$ cat config.mk
export PLATFORM = sky130hd
export DESIGN_NAME = vlc_bit_packer
export DESIGN_NICKNAME = d
export VERILOG_FILES = /design/src/rtl/vlc_bit_packer_pkg.sv /design/src/rtl/vlc_bit_insert.sv /design/src/rtl/vlc_bit_packer.sv
export SDC_FILE = /design/constraint.sdc
export NUM_CORES = 1
export LEC_CHECK = 0
export ABC_AREA = 1
export BUFFER_PORTS_ARGS = -buffer_cell sky130_fd_sc_hd__clkbuf_2
export CAP_MARGIN = 5
export CORE_ASPECT_RATIO = 0.5
export CORE_MARGIN = 4
export CORE_UTILIZATION = 60
export DETAILED_ROUTE_END_ITERATION = 8
export PLACE_DENSITY = 0.81
export SETUP_SLACK_MARGIN = 0.1
export SYNTH_ARGS = -nofsm -noshare
export SYNTH_HDL_FRONTEND = slang
export SYNTH_SLANG_ARGS = --single-unit
$ cat constraint.sdc
create_clock -name clk -period 2.99 [get_ports clk]
set_input_delay 0.299 -clock clk [delete_from_list [all_inputs] [get_ports clk]]
set_output_delay 0.299 -clock clk [all_outputs]
set_load 0.01 [all_outputs]
$ cat src/rtl/vlc_bit_packer_pkg.sv
// vlc_bit_packer_pkg: shared widths and FSM encoding for the bit packer
package vlc_bit_packer_pkg;
  localparam int AW = 64;
  localparam int WW = 32;
  localparam int NW = 7;
  typedef enum logic [1:0] {RUN, DRAIN, PAD, DONE} state_t;
endpackage

$ cat src/rtl/vlc_bit_insert.sv
// vlc_bit_insert: merges a masked, right-aligned code into acc just below the first pos valid bits
module vlc_bit_insert import vlc_bit_packer_pkg::*; #(
  parameter int CW = 24,
  parameter int LW = 5
) (
  input  logic [AW-1:0] acc_in,
  input  logic [NW-1:0] pos,
  input  logic [CW-1:0] code,
  input  logic [LW-1:0] len,
  output logic [LW-1:0] eff_len,
  output logic [AW-1:0] acc_out
);
  logic [CW-1:0] mask;
  logic [NW-1:0] sh;
  // oversize lengths count as empty; only the low eff_len code bits survive the mask
  always_comb begin
    eff_len = (32'(len) > CW) ? '0 : len;
    mask = ~({CW{1'b1}} << eff_len);
    sh = NW'(AW) - pos - NW'(eff_len);
    acc_out = acc_in | ({{(AW-CW){1'b0}}, code & mask} << sh);
  end
endmodule

$ cat src/rtl/vlc_bit_packer.sv
// vlc_bit_packer: packs variable-length codes into 32-bit words with flush/zero-pad
module vlc_bit_packer import vlc_bit_packer_pkg::*; #(
  parameter int CW = 24,
  parameter int LW = 5
) (
  input  logic             clk,
  input  logic             clr,
  input  logic             in_empty,
  input  logic [LW+CW-1:0] in_dat,
  output logic             in_re,
  input  logic             out_full,
  output logic             out_we,
  output logic [WW-1:0]    out_dat,
  input  logic             flush,
  output logic             flush_done
);
  state_t state, state_nxt;
  logic [NW-1:0] cnt, cnt_nxt, base_cnt;
  logic [AW-1:0] acc, acc_nxt, base_acc, merged;
  logic [LW-1:0] eff_len;
  assign out_dat = acc[AW-1 -: WW];
  vlc_bit_insert #(.CW(CW), .LW(LW)) u_insert (
    .acc_in(base_acc),
    .pos(base_cnt),
    .code(in_dat[CW-1:0]),
    .len(in_dat[LW+CW-1:CW]),
    .eff_len(eff_len),
    .acc_out(merged)
  );
  // FSM state register
  always_ff @(posedge clk or posedge clr) begin
    if (clr) state <= RUN;
    else state <= state_nxt;
  end
  // flush sequencing: drain full words, pad any remainder, then pulse done
  always_comb begin
    state_nxt = (state == RUN) ? (flush ? DRAIN : RUN)
              : (state == DRAIN) ? ((cnt >= NW'(WW)) ? DRAIN : (cnt != '0) ? PAD : DONE)
              : (state == PAD) ? (out_we ? DONE : PAD)
              : RUN;
  end
  // handshake strobes depend only on registered state and the FIFO flags
  always_comb begin
    out_we = (cnt >= NW'(WW)) & ~out_full;
    in_re = ~clr & (state == RUN) & ~in_empty & ((cnt < NW'(WW)) | out_we);
    flush_done = (state == DONE);
  end
  // emit shifts the top word out first so a same-cycle take lands below the leftover bits
  always_comb begin
    base_cnt = out_we ? cnt - NW'(WW) : cnt;
    base_acc = out_we ? acc << WW : acc;
    cnt_nxt = (state == DONE) ? '0
            : ((state == DRAIN) && (cnt < NW'(WW)) && (cnt != '0)) ? NW'(WW)
            : in_re ? base_cnt + NW'(eff_len)
            : base_cnt;
    acc_nxt = (state == DONE) ? '0 : in_re ? merged : base_acc;
  end
  // accumulator and bit count; bits below the valid region are always zero, so padding is free
  always_ff @(posedge clk or posedge clr) begin
    if (clr) begin
      cnt <= '0;
      acc <= '0;
    end else begin
      cnt <= cnt_nxt;
      acc <= acc_nxt;
    end
  end
endmodule

==> reports/results.txt <==
The I/O pin total is 69. The design draws 9.82 mW. The logs give 0.321 for the total routing usage reported by global routing and 12,300 µm² for the floorplan die area. The tools report the worst relative slew slack as 0.420. The sequential cells in the finished layout cover a total of 1830 µm². Clock-pin slew on the worst setup and hold paths: 60 ps. Port buffering added 68 buffers.

Traced cell by cell, the critical path runs through ha_4, inv_1, ha_2, fa_2, xor2_2, inv_2, nand4_1, or2_1, nand3_1, nand2_1, a21oi_1. The run gives 3.81 nW as the static power due to leakage. Of all nets on the critical path, the largest fanout is 11. After technology mapping, the gate count stands at 937.

The HPWL after detailed placement is 15,000 µm. The area share of the leading cell type in the synthesized netlist is 0.289. The worst path in the final design needs a cycle of 2790 ps, including I/O delays and setup. Fraction of the cycle the final worst path needs: 0.933. TritonCTS built the clock tree. The run gives 1.03 as the routability congestion estimate from global placement.

Across the VDD grid, the largest voltage drop is 0.000675 V. Maximum clock frequency: 358 MHz. For the max-slew violation total from the final report, the log shows 0.

The number of placement rows was 26; the number of DRC markers after the initial detailed-route iteration was 837. Buffers inserted during clock tree synthesis total 9. The worst endpoint data arrival time was 3050 ps; the average cell area after synthesis was 6.75 µm². Summed over all layers, the routed wires come to 19,600 µm. The largest individual stage delay along the critical path comes from the cell sky130_fd_sc_hd__dfrtp_1. The number of antenna diodes in the final layout is 0.

The run gives 0 as the number of antenna violations at the first check in global routing. The most used flip-flop cell after synthesis was sky130_fd_sc_hd__dfrtp_1. Dominant cell by count in the synthesized netlist: sky130_fd_sc_hd__nand2_1. Number of enable-type register cells in the synthesized netlist: 0.

The x dimension of the die was 153 µm. The run gives 73 as the number of clock sinks seen by CTS. The power per cell area works out to 1350 nW/µm². The clock passes through at most 2 buffers. The worst min-delay path class is in2async. In this design, the stage delay of the slowest critical-path cell is 430 ps. The initial cell density of the core is 0.617. At the worst endpoint, the required time is 3250 ps. The layout has 918 filler cells. By area the synthesized netlist is led by sky130_fd_sc_hd__dfrtp_1 (29%), sky130_fd_sc_hd__nand3_1 (18%), sky130_fd_sc_hd__nand2_1 (14%).

The source-to-sink clock delay at the later pin of the worst-skew pair came out at 340 ps. At the end of the flow, the number of nets in the layout was 1,037. The wire length of the first global-routing pass is 31,700 µm. The root buffer selected by CTS is sky130_fd_sc_hd__clkbuf_16. The number of flip-flops and latches in the synthesized netlist came out at 73. The worst setup path is captured at a register. The critical setup path kind is reg2reg.

Total of warnings raised by yosys: 0. The area of the multi-input gates was 3870 µm². The run gives 0 as the number of endpoints with negative hold slack in the final report. In this run the remaining antenna-violating nets after routing total 0. The via count of the first global-routing pass was 5,970. The worst setup path is launched from a register.

The flow ran to the end, and the final reports show no timing, DRC or antenna violations. The number of vias per cell after detailed routing is 5.92, and the async set-or-reset flop fraction in the synthesized netlist is 1.00. Vertical die dimension: 80.6 µm. The H-tree was split into 3 levels.

The run gives 10,200 µm² as the standard cell core area. When the netlist entered floorplanning its net count stood at 989. Setup violations remaining at the end of the flow were counted as 0.

The synthesis-to-finish area growth came out at 14.8%. Setup TNS: 0 ps. The run gives 0 as the number of remaining DRC errors.

Clock skew on the completed layout was measured at 8.31 ps. For this design, the CTS-stage hold fixing added 0 buffers. Number of library cell types mapped by synthesis: 44.

The mapped netlist covers 6320 µm². For the first-pass detailed-route iteration total, the log shows 5. Sorting the synthesized cells by how often they occur yields sky130_fd_sc_hd__nand2_1 (242), sky130_fd_sc_hd__nand3_1 (230), sky130_fd_sc_hd__dfrtp_1 (73). Across all layers, the routed design uses 6,684 vias. Across the run, the number of max-cap violations was 0.

The post-detailed-route wirelength per cell is 17.3 µm. Cell taking the most area after synthesis: sky130_fd_sc_hd__dfrtp_1. Global routing finished with a remaining overflow of 0.

The run gives 0.289 as the share of synthesized area occupied by flip-flops and latches. Share of final-layout standard cells stronger than drive strength 1: 0.191. Setup repair after global routing left no endpoint under its margin. The transition at the pin with the smallest max-transition slack is 871 ps. Entering global routing, the biggest net connects 67 pins.
[worst paths after layout]
path / startpoint / endpoint / slack, ps / cells past startpoint
setup / recovery: cnt[1] / acc[51] / 200 / 11
hold / removal: clr / cnt[5] / 40 / 2
setup reg to reg: cnt[1] / acc[51] / 200 / 11
hold reg to reg: acc[6] / acc[6] / 520 / 2
max in group asynchronous: clr / acc[36] / 2270 / 3
min in group clk: flush / state[0] / 230 / 3
[area by class of cell]
cell class	instances	area share
Clock inverter	6	0.00931
Sequential cell	73	0.252
Inverter	62	0.0326
Timing Repair Buffer	123	0.118
Clock buffer	10	0.0315
Multi-Input combinational cell	716	0.533
Tap cell	140	0.0241
[registers in the layout, indices dropped and copies added (netlist names), named ones only]
signal / flops
cnt: 7
state: 1
acc: 64
[metal layers]
| layer | up-vias | track usage | routed length, µm |
|---|---|---|---|
| met5 | - | 0 | 0 |
| met4 | 0 | 0.0409 | 147 |
| met3 | 18 | 0.0721 | 2000 |
| met2 | 337 | 0.476 | 8300 |
| met1 | 3116 | 0.488 | 9120 |
| li1 | 3213 | - | - |
[layout by cell type, fill, tap and decap left out, types with 4 or more instances in the layout]
cell                          n
sky130_fd_sc_hd__nor2_2       6
sky130_fd_sc_hd__o21ai_0     12
sky130_fd_sc_hd__clkbuf_2    68
sky130_fd_sc_hd__a21oi_1     65
sky130_fd_sc_hd__or2_1        4
sky130_fd_sc_hd__o22ai_1      5
sky130_fd_sc_hd__mux2i_1     32
sky130_fd_sc_hd__buf_12       8
sky130_fd_sc_hd__ha_4         4
sky130_fd_sc_hd__ha_1         9
sky130_fd_sc_hd__nor2_1      36
sky130_fd_sc_hd__buf_4       46
sky130_fd_sc_hd__nand2_2      4
sky130_fd_sc_hd__nor3_1       4
sky130_fd_sc_hd__nand3_1    229
sky130_fd_sc_hd__nand2_1    240
sky130_fd_sc_hd__dfrtp_1     73
sky130_fd_sc_hd__o211ai_1     4
sky130_fd_sc_hd__inv_2        7
sky130_fd_sc_hd__and2_1       6
sky130_fd_sc_hd__clkbuf_16    9
sky130_fd_sc_hd__nand3_2      8
sky130_fd_sc_hd__nor2_4       4
sky130_fd_sc_hd__inv_1       50
sky130_fd_sc_hd__nand4_1     14
[per-stage QoR]
stage	instance area, µm²	hold WS, ps	utilization	setup slack (ps)	std cells
2_1_floorplan	6390	447	-	136	937
3_3_place_gp	6850	399	0.668	-11.3	1106
3_5_place_dp	6850	417	0.668	-92.9	1106
4_1_cts	7160	58.8	0.699	104	1125
5_1_grt	7260	106	0.709	91.1	1130
6_report	7260	43.5	0.709	200	1130
[repair_timing]
item	4_1_cts	5_1_grt
pin swaps	2	2
endpoints found under the hold margin	0	0
setup endpoints to repair	22	60
setup buffers	3	5
resized for setup	0	16
[power breakdown]
group,switching (mW),internal [mW]
logic,4.75,2.52
registers,0.180,1.28
clock network,0.442,0.649
[logic make-up after synthesis]
logic type	after synthesis	synth area share
AO/OA/AOI/OAI	99	0.0859
XOR/XNOR	6	0.00950
adder cells (fa/ha/maj)	18	0.0392
buffers and inverters	148	0.118
flip-flops	73	0.289
multiplexers	32	0.0507
AND/OR/NAND/NOR	561	0.408
[worst max-delay path, delay by kind of cell (launching register included)]
family / cells / cell delay (ps)
fa+ha+maj: 3 / 900
compound gates: 1 / 140
buf+inv: 2 / 240
simple gates: 4 / 770
flops: 1 / 430
xor+xnor: 1 / 220
Note: power is estimated with default switching activity, not from simulation.
